**src/rtl/cnn_layer_sequencer_pkg.sv**
```systemverilog
// Shared definitions for the CNN layer sequencer: state encoding,
// default widths and the feature-memory bank naming.
package cnn_pkg;

  // Sequencer state encoding
  localparam int STATE_BITS = 3;
  typedef logic [STATE_BITS-1:0] state_t;

  localparam state_t IDLE   = 3'd0;
  localparam state_t LAUNCH = 3'd1;
  localparam state_t RUN    = 3'd2;
  localparam state_t NEXT   = 3'd3;
  localparam state_t FINISH = 3'd4;
  localparam state_t ERROR  = 3'd5;

  // Default widths for the layer index and the watchdog counter
  localparam int DEF_IDX_WIDTH = 2;
  localparam int DEF_TMO_WIDTH = 24;

  // Bank-select convention: 0 selects bank A for reading
  localparam logic BANK_A = 1'b0;
  localparam logic BANK_B = 1'b1;

endpackage

```
**src/rtl/cnn_layer_sequencer_if.sv**
```systemverilog
// Host/engine-side signal bundle of the layer sequencer.
// master = sequencer side, slave = host/engine side.
interface cnn_layer_sequencer_if
  import cnn_pkg::*;
#(
  parameter int NUM_LAYERS = 4,
  parameter int IDX_WIDTH  = DEF_IDX_WIDTH
);
  logic                  in_start;
  logic                  in_abort;
  logic                  out_busy;
  logic                  out_done;
  logic                  out_timeout;
  logic [NUM_LAYERS-1:0] out_layerStart;
  logic [NUM_LAYERS-1:0] in_layerDone;
  logic [IDX_WIDTH-1:0]  out_layerIdx;
  logic                  out_bankSel;

  modport master (
    input  in_start, in_abort, in_layerDone,
    output out_busy, out_done, out_timeout, out_layerStart, out_layerIdx, out_bankSel
  );

  modport slave (
    output in_start, in_abort, in_layerDone,
    input  out_busy, out_done, out_timeout, out_layerStart, out_layerIdx, out_bankSel
  );
endinterface

```
**src/rtl/cnn_layer_sequencer_watchdog.sv**
```systemverilog
// Per-layer watchdog: a saturating cycle counter that flags expiry when
// it reaches limit-1 while enabled. A zero limit disables expiry.
module cnn_seq_watchdog
  import cnn_pkg::*;
#(
  parameter int WIDTH = DEF_TMO_WIDTH
) (
  input  logic             clk,
  input  logic             rst_n,
  input  logic             clear_i,
  input  logic             en_i,
  input  logic [WIDTH-1:0] limit_i,
  output logic             expired_o
);
  logic [WIDTH-1:0] count_q;
  logic [WIDTH-1:0] count_d;

  // Next count: clear wins, otherwise count up and stick at all-ones
  always_comb begin
    count_d = count_q;
    if (clear_i) begin
      count_d = '0;
    end else if (en_i && !(&count_q)) begin
      count_d = count_q + WIDTH'(1);
    end
  end

  // Counter register with synchronous active-low reset
  always_ff @(posedge clk) begin
    if (!rst_n) begin
      count_q <= '0;
    end else begin
      count_q <= count_d;
    end
  end

  // Expiry is only meaningful while counting and with a non-zero limit
  always_comb begin
    expired_o = en_i && (limit_i != '0) && (count_q == (limit_i - WIDTH'(1)));
  end
endmodule

```
**src/rtl/cnn_layer_sequencer.sv**
```systemverilog
// Top-level CNN layer scheduler: launches engines 0..NUM_LAYERS-1 in turn,
// waits for each to finish, flips the ping-pong bank between layers and
// reports frame completion or a per-layer watchdog timeout.
module cnn_layer_sequencer
  import cnn_pkg::*;
#(
  parameter int                   NUM_LAYERS = 4,
  parameter int                   IDX_WIDTH  = DEF_IDX_WIDTH,
  parameter int                   TMO_WIDTH  = DEF_TMO_WIDTH,
  parameter logic [TMO_WIDTH-1:0] TMO_CYCLES = TMO_WIDTH'(10000000)
) (
  input logic                   clk,
  input logic                   rst_n,
  cnn_layer_sequencer_if.master bus
);
  localparam logic [IDX_WIDTH-1:0] LAST_IDX = IDX_WIDTH'(NUM_LAYERS - 1);

  state_t                state_q, state_d;
  logic [IDX_WIDTH-1:0]  idx_q, idx_d;
  logic                  bank_q, bank_d;
  logic [NUM_LAYERS-1:0] idx_hot;
  logic                  done_cur;
  logic                  wdg_clear;
  logic                  wdg_en;
  logic                  wdg_expired;

  // One-hot decode of the active layer index; drives both the start
  // vector and the done lookup so no variable bit-select is needed
  generate
    for (genvar gi = 0; gi < NUM_LAYERS; gi++) begin : g_idx_hot
      assign idx_hot[gi] = (idx_q == IDX_WIDTH'(gi));
    end
  endgenerate

  assign done_cur  = |(bus.in_layerDone & idx_hot);
  assign wdg_en    = (state_q == LAUNCH) || (state_q == RUN);
  // Timer restarts whenever a layer is about to be launched
  assign wdg_clear = (state_q == IDLE) || (state_q == NEXT);

  cnn_seq_watchdog #(
    .WIDTH (TMO_WIDTH)
  ) u_watchdog (
    .clk       (clk),
    .rst_n     (rst_n),
    .clear_i   (wdg_clear),
    .en_i      (wdg_en),
    .limit_i   (TMO_CYCLES),
    .expired_o (wdg_expired)
  );

  // State, layer index and bank registers with synchronous active-low reset
  always_ff @(posedge clk) begin
    if (!rst_n) begin
      state_q <= IDLE;
      idx_q   <= '0;
      bank_q  <= BANK_A;
    end else begin
      state_q <= state_d;
      idx_q   <= idx_d;
      bank_q  <= bank_d;
    end
  end

  // Next-state logic; abort overrides everything outside IDLE
  always_comb begin
    state_d = state_q;
    idx_d   = idx_q;
    bank_d  = bank_q;
    unique case (state_q)
      IDLE: begin
        if (bus.in_start && !bus.in_abort) begin
          state_d = LAUNCH;
          idx_d   = '0;
          bank_d  = BANK_A;
        end
      end
      LAUNCH: begin
        // Keep start asserted until the engine drops its done level
        if (wdg_expired)    state_d = ERROR;
        else if (!done_cur) state_d = RUN;
      end
      RUN: begin
        if (wdg_expired)   state_d = ERROR;
        else if (done_cur) state_d = NEXT;
      end
      NEXT: begin
        bank_d = ~bank_q;
        if (idx_q == LAST_IDX) begin
          state_d = FINISH;
        end else begin
          idx_d   = idx_q + IDX_WIDTH'(1);
          state_d = LAUNCH;
        end
      end
      FINISH: state_d = IDLE;
      ERROR:  state_d = ERROR;
      default: begin
        state_d = IDLE;
        idx_d   = '0;
        bank_d  = BANK_A;
      end
    endcase
    if (bus.in_abort && (state_q != IDLE)) begin
      state_d = IDLE;
      idx_d   = '0;
      bank_d  = BANK_A;
    end
  end

  // Moore output decode from registered state, index and bank
  always_comb begin
    bus.out_busy       = (state_q != IDLE);
    bus.out_done       = (state_q == FINISH);
    bus.out_timeout    = (state_q == ERROR);
    bus.out_layerStart = (state_q == LAUNCH) ? idx_hot : '0;
    bus.out_layerIdx   = idx_q;
    bus.out_bankSel    = bank_q;
  end
endmodule
```
**src/flat_wrapper.sv**
```systemverilog
// flat-port wrapper written by rule: the top's interface ports become plain ports
module cnn_layer_sequencer_flat import cnn_pkg::*;
#(
  parameter int                   NUM_LAYERS = 4,
  parameter int                   IDX_WIDTH  = DEF_IDX_WIDTH,
  parameter int                   TMO_WIDTH  = DEF_TMO_WIDTH,
  parameter logic [TMO_WIDTH-1:0] TMO_CYCLES = TMO_WIDTH'(10000000)
)
  (clk, rst_n, bus_in_start, bus_in_abort, bus_in_layerDone, bus_out_busy, bus_out_done, bus_out_timeout, bus_out_layerStart, bus_out_layerIdx, bus_out_bankSel);
  cnn_layer_sequencer_if #(.NUM_LAYERS(NUM_LAYERS), .IDX_WIDTH(IDX_WIDTH)) bus_i ();
  input logic clk;
  input logic rst_n;
  input wire logic [$bits(bus_i.in_start)-1:0] bus_in_start;
  input wire logic [$bits(bus_i.in_abort)-1:0] bus_in_abort;
  input wire logic [$bits(bus_i.in_layerDone)-1:0] bus_in_layerDone;
  output wire logic [$bits(bus_i.out_busy)-1:0] bus_out_busy;
  output wire logic [$bits(bus_i.out_done)-1:0] bus_out_done;
  output wire logic [$bits(bus_i.out_timeout)-1:0] bus_out_timeout;
  output wire logic [$bits(bus_i.out_layerStart)-1:0] bus_out_layerStart;
  output wire logic [$bits(bus_i.out_layerIdx)-1:0] bus_out_layerIdx;
  output wire logic [$bits(bus_i.out_bankSel)-1:0] bus_out_bankSel;
  assign bus_i.in_start = bus_in_start;
  assign bus_i.in_abort = bus_in_abort;
  assign bus_i.in_layerDone = bus_in_layerDone;
  assign bus_out_busy = bus_i.out_busy;
  assign bus_out_done = bus_i.out_done;
  assign bus_out_timeout = bus_i.out_timeout;
  assign bus_out_layerStart = bus_i.out_layerStart;
  assign bus_out_layerIdx = bus_i.out_layerIdx;
  assign bus_out_bankSel = bus_i.out_bankSel;
  cnn_layer_sequencer #(.NUM_LAYERS(NUM_LAYERS), .IDX_WIDTH(IDX_WIDTH), .TMO_WIDTH(TMO_WIDTH), .TMO_CYCLES(TMO_CYCLES)) u_core (.clk(clk), .rst_n(rst_n), .bus(bus_i));
endmodule
```
**config.mk**
```make
export PLATFORM = sky130hd
export DESIGN_NAME = cnn_layer_sequencer_flat
export DESIGN_NICKNAME = d
export VERILOG_FILES = /design/src/rtl/cnn_layer_sequencer_pkg.sv /design/src/rtl/cnn_layer_sequencer_if.sv /design/src/rtl/cnn_layer_sequencer_watchdog.sv /design/src/rtl/cnn_layer_sequencer.sv /design/src/flat_wrapper.sv
export SDC_FILE = /design/constraint.sdc
export NUM_CORES = 1
export LEC_CHECK = 0
export ABC_AREA = 1
export BUFFER_PORTS_ARGS = -buffer_cell sky130_fd_sc_hd__clkbuf_2
export CAP_MARGIN = 20
export CORE_MARGIN = 2
export CORE_UTILIZATION = 45
export DETAILED_ROUTE_END_ITERATION = 10
export GPL_TIMING_DRIVEN = 1
export PLACE_DENSITY = 0.62
export SLEW_MARGIN = 20
export SYNTH_ARGS = -nofsm -noshare
export SYNTH_HDL_FRONTEND = slang
export SYNTH_HIERARCHICAL = 1
export SYNTH_SLANG_ARGS = --single-unit
```
**constraint.sdc**
```tcl
create_clock -name clk -period 3.75 [get_ports clk]
set_clock_uncertainty 0.05 [all_clocks]
set_input_delay 0.75 -clock clk [delete_from_list [all_inputs] [get_ports clk]]
set_output_delay 0.75 -clock clk [all_outputs]
set_load 0.005 [all_outputs]
```
### Word level (Yosys, flattened, before mapping)

Index checks and enable logic that the tools add are counted.

* latch bits: 0
* output and inout bits: 10
* bits in registers: 30
* memory bits (writable): 0
* bits in read-only memories: 0
* word-level logic and storage cells: 55
* memories: 0

* multipliers: 0
* order comparisons: 0
* divide/modulo/power cells: 0
* reduce and logical (&&, ||, !) cells: 19
* multiplexer cells: 13
* equal/unequal tests: 13
* shift operators: 0
* bitwise logic cells: 4
* add/sub/neg operators: 2

Operators by type and width (number)
* adder 24 x 1 -> 24 bit, second input constant: 1
* == test 24 bit, second input constant: 1
* AND reduction 24 bit: 1
* two-way mux 3 bit: 6
* one-hot mux 3 bit (5 select lines): 1
* OR reduction 4 bit: 2
* == test 3 x 2 -> 1 bit, second input constant: 2
* == test 3 bit, second input constant: 2
* one-hot mux 2 bit (3 select lines): 1
* AND reduction 3 bit: 2
* bitwise AND 4 bit: 1
* == test 2 bit, second input constant: 2
* logical AND 1 bit: 4
* two-way mux 2 bit: 2
* two-way mux 4 bit: 1
* != test 2 bit, second input constant: 2
* OR reduction 2 bit: 2
* == test 3 x 1 -> 1 bit, second input constant: 1
* zero test 3 bit: 1
* != test 3 x 2 -> 1 bit, second input constant: 1
* != test 3 bit, second input constant: 1
* inverter 1 bit: 3
* one-hot mux 1 bit (3 select lines): 1
* nonzero test 3 bit: 1
* 7 further kinds: 9

### Longest topological paths before layout

Gate-level depths: netlist of the first run.

* depth in word-level cells: 6
* gate-level depth with buffers: 20
* gate-level depth less buffers: 20

### Modules after synthesis

The synthesis of the first run kept the hierarchy.

Modules (own cells, without submodules)
* cnn_seq_watchdog: times used 1, seq. area each 480.5 um^2, area an instance 2424.8 um^2, cells an instance 436
* cnn_layer_sequencer: times used 1, seq. area each 120.1 um^2, area an instance 535.5 um^2, cells an instance 77

### Worst setup path before layout of the first run

OpenSTA, ideal clock, no wires.

* path kind: register to register
* from: register u_core.state_q[0]
* to: register u_core.state_q[0]
* slack: 1.674 ns
* arrival: 1.914 ns
* stages on the path, launching flop included: 19
* cell sequence: dfxtp_1 > nor2_2 > nand2_2 > nand2_4 > nand3_1 > nor2_1 > nand3_1 > nor2_1 > nand2_1 > nor2_1 > nand2_1 > nor2_1 > nand2_1 > nor2_1 > nor2_2 > o21ai_2 > nand3_2 > nor2_1 > nor2_1

* word-level cells in the longest chain between the ends: 5
* elaborated cells on any way between the ends: 17
* those cells by class: eq/ne (7); mux (3); reduce/logical (7)

RTL lines
* from (decl): line cnn_layer_sequencer.sv:18 `state_t state_q, state_d;`
* from (signal assigned): line cnn_layer_sequencer.sv:58 `state_q <= state_d;`
* == test 3 x 1 -> 1 bit / == test 3 x 2 -> 1 bit (equally long branches): line cnn_layer_sequencer.sv:36 `assign wdg_en = (state_q == LAUNCH) || (state_q == RUN);`
* logical OR 1 bit *: line cnn_layer_sequencer.sv:36
* net u_core.wdg_en: line cnn_layer_sequencer.sv:24 `logic wdg_en;`
* logical AND 1 bit *: line cnn_layer_sequencer_watchdog.sv:39 `expired_o = en_i && (limit_i != '0) && (count_q == (limit_i - WIDTH'(1)));`
* net u_core.wdg_expired: line cnn_layer_sequencer.sv:25 `logic wdg_expired;`
* two-way mux 3 bit (tied with other cells): line cnn_layer_sequencer.sv:83 `if (wdg_expired) state_d = ERROR;`
* one-hot mux 3 bit (5 select lines) / AND reduction 3 bit (equally long branches)

Mark *: on every way through the listed nets, which the timed path passes. The rest lies on a longest branch.
A chain may end at the register's enable or synchronous reset.

### Worst setup path after layout of the first run

Ends and elaborated chain as after synthesis.

==> results.cfg, run 1 <==
[route]
ant_nets = 0
routed_wl_mm = 7.29
remaining_drc_errors = 0
drt_iter0_markers = 125
dr.pass1.iters = 4
num_vias = 3096
vias_per_cell = 4.56
wire_per_inst_um = 10.7

[worst_setup_path]
cp_max_fo = 6
path_class = flip-flop to flip-flop
critPathMostFrequentCell = nor2_1
cp_cell_sequence = nor2_2 > nand2_2 > nand2_4 > nand3_1 > nor2_1 > nand3_1 > nor2_1 > nand2_1 > nor2_1 > nand2_1 > nor2_1 > nand2_1 > nor2_1 > nor2_2 > nand2_1 > nand3_2 > nor2_1 > nor2_1
cp_data_arrival_time_ns = 2.57
crit_slowest_cell = dfxtp_1
critPathMaxStageDelay_ns = 0.40
reg2reg_from = u_core/state_q[0]
required_ns = 3.88
crit_path_end_kind = flip-flop
startpoint = u_core/state_q[0]
start_kind = flip-flop

[clock_tree]
clock_latency_ns = 0.28
cts_buffer_depth = 2
clkTransAtPathRegs_ns = 0.07
hold_buffers = 0
cts_made_buffers = 5
cts_max_level = 2
clock_sink_count = 30
cts_setup_buffers = 0
cts_tree = done
cts-root-buf = clkbuf_8
cts_resized = 0

[die]
die_height_um = 85.1
die_w_um = 85.1
io_pins = 18
start_util_pct = 46.6
core_area_sq_mm = 0.00635
num_rows = 29
die-area_sq_mm = 0.00724

[cells_and_area]
drive_gt1_share_pct = 10.5
insertedDiodeCount = 0
num-nets-final = 616
area_growth_pct = 17.1

[synth]
syn-cell-area_sq_mm = 0.00296
netlist_instances = 513
yosysWarnings = 6
yosysMostFrequentCell = nand2_1
yosysTopAreaCellShare_pct = 20.3
ys_seq_area_share_pct = 20.3
synth_flop_cell = dfxtp_1
ys_async_sr_fraction_pct = 0
synth_edf_count = 0
netlist_top_cells_count = 155 x nand2_1, 75 x nor2_1, 66 x inv_1
synth.distinct_cells = 39
synth.area.top_cells = dfxtp_1 20%, nand2_1 20%, nor2_1 9.5%, inv_1 8.4%, nand3_1 6.4%
avgSynthCellArea_sq_um = 5.77
synth_largest_area_cell = dfxtp_1
ys_seq_elements = 30

[global_route]
antenna_found_initial = 0
grt_pass1_vias = 2710
gr-total-overflow = 0
grt_pass1_wl_mm = 12.5
grt_max_degree = 32
grt_util_all_layers_pct = 21.1

[placed_design]
port_buffers = 17
dp_hpwl_mm = 6.07
place_congestion = 0.868

[power_and_ir_drop]
p_leak_nw = 1.60
pwr_density_cell_mw_per_mm2 = 277
peakVddDrop_uv = 269

[sta]
max_freq_ghz = 0.410
post-route-min-period_ns = 2.44
maxSlewViolCount = 0
fin_tns_setup_ns = 0
fin_crit_sh_pct = 65.0
rsz0062_at_grt = false
setup_viol = 0
whs_ns = 0.430
slew_headroom_pct = 62.3
worstMarginPinSlew_ns = 0.564
finalHoldViolations = 0

[hold_path]
hold_path.class = flip-flop to flip-flop
hold_start = u_core/bus.out_bankSel

[run]
drv_cap = 0

[status]
status = complete, no violations
-- routing by layer --
layer / track usage (%) / up-vias / share of wire (%)
li1: - / 1718 / -
met1: 29.9 / 1326 / 50
met2: 34.4 / 50 / 46
met3: 2.92 / 2 / 4.3
met4: 3.90 / 0 / 0.38
met5: 0 / - / 0
-- sequential cells by signal, indices dropped and copies added (netlist names) --
| register | flops |
|---|---|
| u_core/u_watchdog/count_q | 24 |
| u_core/state_q | 3 |
| u_core/bus.out_layerIdx | 2 |
| u_core/bus.out_bankSel | 1 |
-- power by group --
part           switching [mW]  internal, mW  total, mW
clock network           0.124         0.147      0.271
logic                   0.233         0.108      0.341
registers              0.0184         0.329      0.348
-- critical path, delay by kind of cell, from the launching register on --
family,cells,cell delay [ns]
flops,1,0.40
simple gates,18,1.86
-- stage by stage --
stage | utilization [%] | setup slack (ns) | instances | power, mW | instance area (sq um)
after floorplan | - | 1.67 | 580 | 0.633 | 3210
after global placement | 53.1 | 1.35 | 671 | 0.683 | 3370
after detailed placement | 53.1 | 1.31 | 671 | 0.687 | 3370
after CTS | 54.6 | 1.30 | 679 | 0.960 | 3470
after global routing | 54.6 | 0.999 | 679 | 1.03 | 3470
final | 54.6 | 1.31 | 679 | 0.960 | 3470
-- worst paths after layout --
check | endpoint | slack (ns) | depth (start not counted)
setup / recovery | u_core/state_q[0] | 1.31 | 18
hold / removal | u_core/bus.out_bankSel | 0.43 | 2
setup reg to reg | u_core/state_q[0] | 1.31 | 18
hold reg to reg | u_core/bus.out_bankSel | 0.43 | 2
-- cells in the final DEF (no fill, tap or decap), types with 2 or more instances in the layout --
master,netlist,layout
nand3b_1,3,3
o21ai_1,6,6
clkbuf_8,0,6
nor3_4,2,2
xor2_1,12,12
nand3_1,38,38
dfxtp_1,30,30
inv_1,66,66
inv_2,6,6
clkbuf_2,1,17
o21ai_0,9,9
nor2_2,5,5
buf_4,0,2
nor3_1,13,13
nor2_4,3,3
nand2_2,9,9
nand4_1,10,10
nor2_1,75,75
a21oi_1,26,26
nand2_1,155,155
nand3_2,4,4
xnor2_1,12,12
ha_1,7,7
conb_1,2,69
-- cell families after synthesis --
kind of cell | after synthesis | share of synthesized area, %
AO/OA/AOI/OAI | 49 | 9.64
XOR/XNOR | 24 | 7.10
adder cells (fa/ha/maj) | 7 | 2.96
buffers and inverters | 78 | 10.5
flip-flops | 30 | 20.3
other | 2 | 0.254
AND/OR/NAND/NOR | 323 | 49.2
-- final cells by class --
class	instances	area [sq um]
Fill cell	685	2880
Multi-Input combinational cell	472	2300
Sequential cell	30	601
Inverter	73	274
Timing Repair Buffer	19	100
Tap cell	77	96.3
Clock buffer	6	82.6
Clock inverter	2	12.5
Note: power is estimated with default switching activity, not from simulation.
==> run 2: changes to the inputs <==
Settings changed: PLACE_DENSITY 0.62 to 0.64.
Clock period 3.75 ns to 2.2 ns, I/O delays scaled along.
==> run 2 against run 1 <==
  * Cell count up 4.1%
  * Total power up 89%
  * Utilization is 4.1 points higher
  * Critical path depth unchanged
  * Sequential share of layout area decreased by 1.0 points
  * First-iteration DRC count grew 17%
  * Critical path type unchanged
==> results.cfg, run 2 (same netlist as run 1, synthesis figures left out) <==
[hold_path]
hold_path.class = flip-flop to flip-flop

[clock_tree]
clock_sink_count = 30
clkTransAtPathRegs_ns = 0.06
cts_buffer_depth = 2
cts-root-buf = clkbuf_8
cts_max_level = 2
clock_latency_ns = 0.28
cts_tree = done
cts_made_buffers = 5
hold_buffers = 0

[die]
io_pins = 18
num_rows = 29
die-area_sq_mm = 0.00724
die_w_um = 85.1
start_util_pct = 46.6
die_height_um = 85.1
core_area_sq_mm = 0.00635

[route]
drt_iter0_markers = 146
num_vias = 3222
dr.pass1.iters = 4
remaining_drc_errors = 0
wl_met1_mm = 3.79
dr_wl_met2_mm = 3.66
met3_length_um = 185
top_layer_used = met4
vias_per_cell = 4.56
wire_per_inst_um = 11.0
routed_wl_mm = 7.81
ant_nets = 0

[run]
drv_cap = 0

[sta]
rsz0062_at_grt = true
fin_crit_sh_pct = 96.3
max_freq_ghz = 0.472
finalHoldViolations = 0
maxSlewViolCount = 0
post-route-min-period_ns = 2.12
fin_tns_setup_ns = 0
setup_viol = 0

[placed_design]
dp.cells = 691
dp_hpwl_mm = 6.35
place_congestion = 0.896
port_buffers = 17

[worst_setup_path]
start_kind = flip-flop
required_ns = 2.33
path_class = flip-flop to flip-flop
cp_data_arrival_time_ns = 2.25
cp_max_fo = 4
crit_path_end_kind = flip-flop

[cells_and_area]
num-nets-final = 645
regMostFlops = u_core/u_watchdog/count_q
largest_register_ffs = 24
area_growth_pct = 25.9
insertedDiodeCount = 0
fillers = 643
drive_gt1_share_pct = 15.9
layoutNonFillerInstCount = 707
layout_commonest_cell = nand2_1
final_cell_mix = 154 x nand2_1, 71 x nor2_1, 69 x conb_1

[power_and_ir_drop]
pwr_density_cell_mw_per_mm2 = 487
peakVddDrop_uv = 485
power_mw = 1.82
p_leak_nw = 1.75

[global_route]
antenna_found_initial = 0
grt_max_degree = 19
grt_pass1_wl_mm = 13.2
grt_util_all_layers_pct = 22.6
grt_pass1_vias = 3043
gr-total-overflow = 0

[status]
status = complete, no violations
-- run 2: worst paths after layout --
check | depth (start not counted) | end | from | slack, ns
max reg2reg | 18 | u_core/state_q[0] | u_core/state_q[0] | 0.08
min reg2reg | 2 | u_core/bus.out_bankSel | u_core/bus.out_bankSel | 0.43
max | 18 | u_core/state_q[0] | u_core/state_q[0] | 0.08
min | 2 | u_core/bus.out_bankSel | u_core/bus.out_bankSel | 0.43
-- run 2: final cells by class --
type	count	area (sq um)	area share, %
Clock buffer	7	76.3	2.05
Inverter	73	278	7.45
Multi-Input combinational cell	472	2340	62.8
Sequential cell	30	607	16.3
Tap cell	77	96.3	2.58
Timing Repair Buffer	48	330	8.86
-- run 2: per-stage QoR --
stage               hold slack [ns]  setup WS [ns]  util [%]  cell area (sq um)
floorplan                     0.405          0.124         -               3210
global placement              0.415         -0.158      55.4               3520
detailed placement            0.426         -0.189      55.4               3520
CTS                           0.435         0.0248      57.8               3670
global route                  0.466        -0.0148      58.7               3730
finish                        0.434         0.0814      58.7               3730
-- run 2: repair_timing --
item / CTS / global route
setup buffers: 5 / 4
gates resized for setup: 10 / 5
setup endpoints to repair: 10 / 3
pin swaps: 11 / 7
endpoints found under the hold margin: 0 / 0
-- run 2: critical path, cell delays in order, from the launching register on --
cell     delay, ns
dfxtp_4       0.37
nor2_4        0.10
nand2_2       0.09
nand2_4       0.08
nand3_2       0.09
nor2_2        0.11
nand3_2       0.09
nor2_1        0.10
nand2_1       0.07
nor2_2        0.09
nand2_1       0.05
nor2_1        0.10
nand2_1       0.09
nor2_4        0.15
nor2_2        0.06
o21ai_2       0.07
nand3_2       0.10
nor2_1        0.12
nor2_1        0.04
-- run 2: power breakdown --
group	leakage, nW	internal [mW]	switching, mW	total (mW)
Combinational	1.47	0.345	0.461	0.806
Clock	0.0383	0.217	0.201	0.419
Sequential	0.244	0.566	0.0256	0.591
Total	1.75	1.13	0.688	1.82
-- run 2: per-layer routing --
metal  GRT usage (%)  up-vias
li1                -     1784
met1            29.0     1388
met2            38.8       36
met3            3.31       14
met4            7.36        0
met5               0        -
==> run 3: changes to the inputs <==
Settings changed: CORE_ASPECT_RATIO set to 0.8, GPL_TIMING_DRIVEN 1 to 0, PLACE_DENSITY 0.64 to 0.62.
Clock period 2.2 ns to 2.7 ns, I/O delays scaled along.
==> run 3 against run 2 <==
  * Non-clock buffer count fell by 26
  * Global-route usage shrank 0.19 points
  * Critical path depth unchanged
  * Combinational power shrank 34%
  * Clock-buffer cell count shrank 1
  * Design area shrank 6.1%
  * First-iteration DRC count grew 18%
  * Utilization fell by 3.8 points
  * Sequential share of layout area grew 0.92 points
  * Cell count fell by 2.8%
==> results.cfg, run 3 (same netlist as run 1, synthesis figures left out) <==
[status]
status = complete, no violations

[power_and_ir_drop]
swShare_pct = 39.4
peakVddDrop_uv = 282
p_clk_share_pct = 25.9
pwr_density_cell_mw_per_mm2 = 390
p_comb_share_pct = 38.7
internal_power_mw = 0.827
netSwitchingPower_mw = 0.538
p_leak_nw = 1.62
seq_power_share_pct = 35.5

[global_route]
antenna_found_initial = 0
gr-total-overflow = 0
grt_pass1_wl_mm = 12.9
grt_util_all_layers_pct = 22.4
grt_max_degree = 11
grt_pass1_vias = 2764

[route]
dr.pass1.iters = 5
remaining_drc_errors = 0
ant_nets = 0
drt_iter0_markers = 173
routed_wl_mm = 7.61
num_vias = 3181
vias_per_cell = 4.63
wire_per_inst_um = 11.1

[cells_and_area]
drive_gt1_share_pct = 10.9
regMostFlops = u_core/u_watchdog/count_q
largest_register_ffs = 24
area_growth_pct = 18.2
final_cell_mix = 155 x nand2_1, 74 x nor2_1, 69 x conb_1
layout_commonest_cell = nand2_1
insertedDiodeCount = 0
layoutNonFillerInstCount = 687
num-nets-final = 619

[hold_path]
hold_start = u_core/bus.out_bankSel
hold_path.class = flip-flop to flip-flop
whs_endpoint = u_core/bus.out_bankSel
min_path_cells = 2

[die]
die-area_sq_mm = 0.00725
core_area_sq_mm = 0.00638
start_util_pct = 46.4
die_w_um = 94.7
num_rows = 26
io_pins = 18
die_height_um = 76.5

[worst_setup_path]
regToRegSetupSlack_ns = 0.33
crit_path_end_kind = flip-flop
cp_max_fo = 7
ff2ff_path_depth = 18
cp_data_arrival_time_ns = 2.49
reg2reg_from = u_core/state_q[1]
required_ns = 2.82
start_kind = flip-flop
rr_endpoint = u_core/state_q[0]
path_class = flip-flop to flip-flop

[placed_design]
place_congestion = 0.865
dp.cells = 681
port_buffers = 17
dp_hpwl_mm = 6.37

[clock_tree]
clkTransAtPathRegs_ns = 0.06
cts_setup_buffers = 0
cts_made_buffers = 5
hold_buffers = 0
cts_tree = done
cts-root-buf = clkbuf_8
clock_latency_ns = 0.27
cts_max_level = 2
clock_sink_count = 30
cts_resized = 0
cts_buffer_depth = 2

[sta]
maxSlewViolCount = 0
slew_headroom_pct = 57.0
post-route-min-period_ns = 2.37
finalHoldViolations = 0
fin_crit_sh_pct = 87.9
fin_tns_setup_ns = 0
max_freq_ghz = 0.421
setup_viol = 0
rsz0062_at_grt = false
worstMarginPinSlew_ns = 0.638

[run]
drv_cap = 0
[run 3: cell types whose count changed in the layout (fill, tap and decap cells not counted), sizes merged]
cell and delta:
buf -27, clkinvlp -1, clkinv +1
[run 3: final cells by class]
type	instances	area, sq um
Buffer	5	37.5
Clock buffer	6	82.6
Fill cell	694	2880
Inverter	73	274
Multi-Input combinational cell	472	2310
Sequential cell	30	602
Tap cell	84	105
Timing Repair Buffer	17	85.1
[run 3: through the flow]
step           util [%]  cell area [sq um]  power, mW  setup slack (ns)  hold WS (ns)
6_report           54.9               3500       1.36             0.327         0.425
5_1_grt            54.9               3500       1.46            0.0418         0.456
4_1_cts            54.7               3480       1.36            0.0556         0.429
3_5_place_dp       53.4               3400       1.01            0.0640         0.420
3_3_place_gp       53.4               3400       1.00            0.0901         0.412
2_1_floorplan         -               3210      0.879             0.624         0.405
[run 3: power groups by stage]
stage | combinational, mW | clock [mW] | sequential [mW]
after floorplan | 0.391 | 0 | 0.488
after global placement | 0.511 | 0 | 0.491
after detailed placement | 0.514 | 0 | 0.491
after CTS | 0.516 | 0.362 | 0.482
after global routing | 0.601 | 0.375 | 0.488
final | 0.528 | 0.353 | 0.484
[run 3: per-layer routing]
layer | vias up | share of wire [%] | track usage (%)
met5 | - | 0 | 0
li1 | 1725 | - | -
met2 | 59 | 40 | 30.9
met3 | 2 | 5.4 | 3.56
met4 | 0 | 0.026 | 2.03
met1 | 1395 | 54 | 36.8
[run 3: worst max path at each step]
stage	start	to	slack, ns	depth (start not counted)
after floorplan	u_core/state_q[0]	u_core/state_q[0]	0.62	18
after global placement	u_core/state_q[0]	u_core/state_q[0]	0.09	18
after detailed placement	u_core/state_q[0]	u_core/state_q[0]	0.06	18
after CTS	u_core/state_q[0]	u_core/state_q[0]	0.06	18
after global routing	u_core/state_q[1]	u_core/state_q[0]	0.04	17
final	u_core/state_q[1]	u_core/state_q[0]	0.33	18
[run 3: worst max-delay path, stage by stage, from the launching register on]
cell and delay, ns:
dfxtp_1 0.36, inv_2 0.15, nand3_4 0.15, nand2_4 0.13, nand3_1 0.08, nor2_1 0.14, nand3_1 0.12, nor2_1 0.10
nand2_1 0.06, nor2_1 0.15, nand2_1 0.07, nor2_1 0.09, nand2_1 0.09, nor2_4 0.15, nor2_2 0.06, nand2_1 0.09
nand3_2 0.09, nor2_1 0.10, nor2_1 0.05
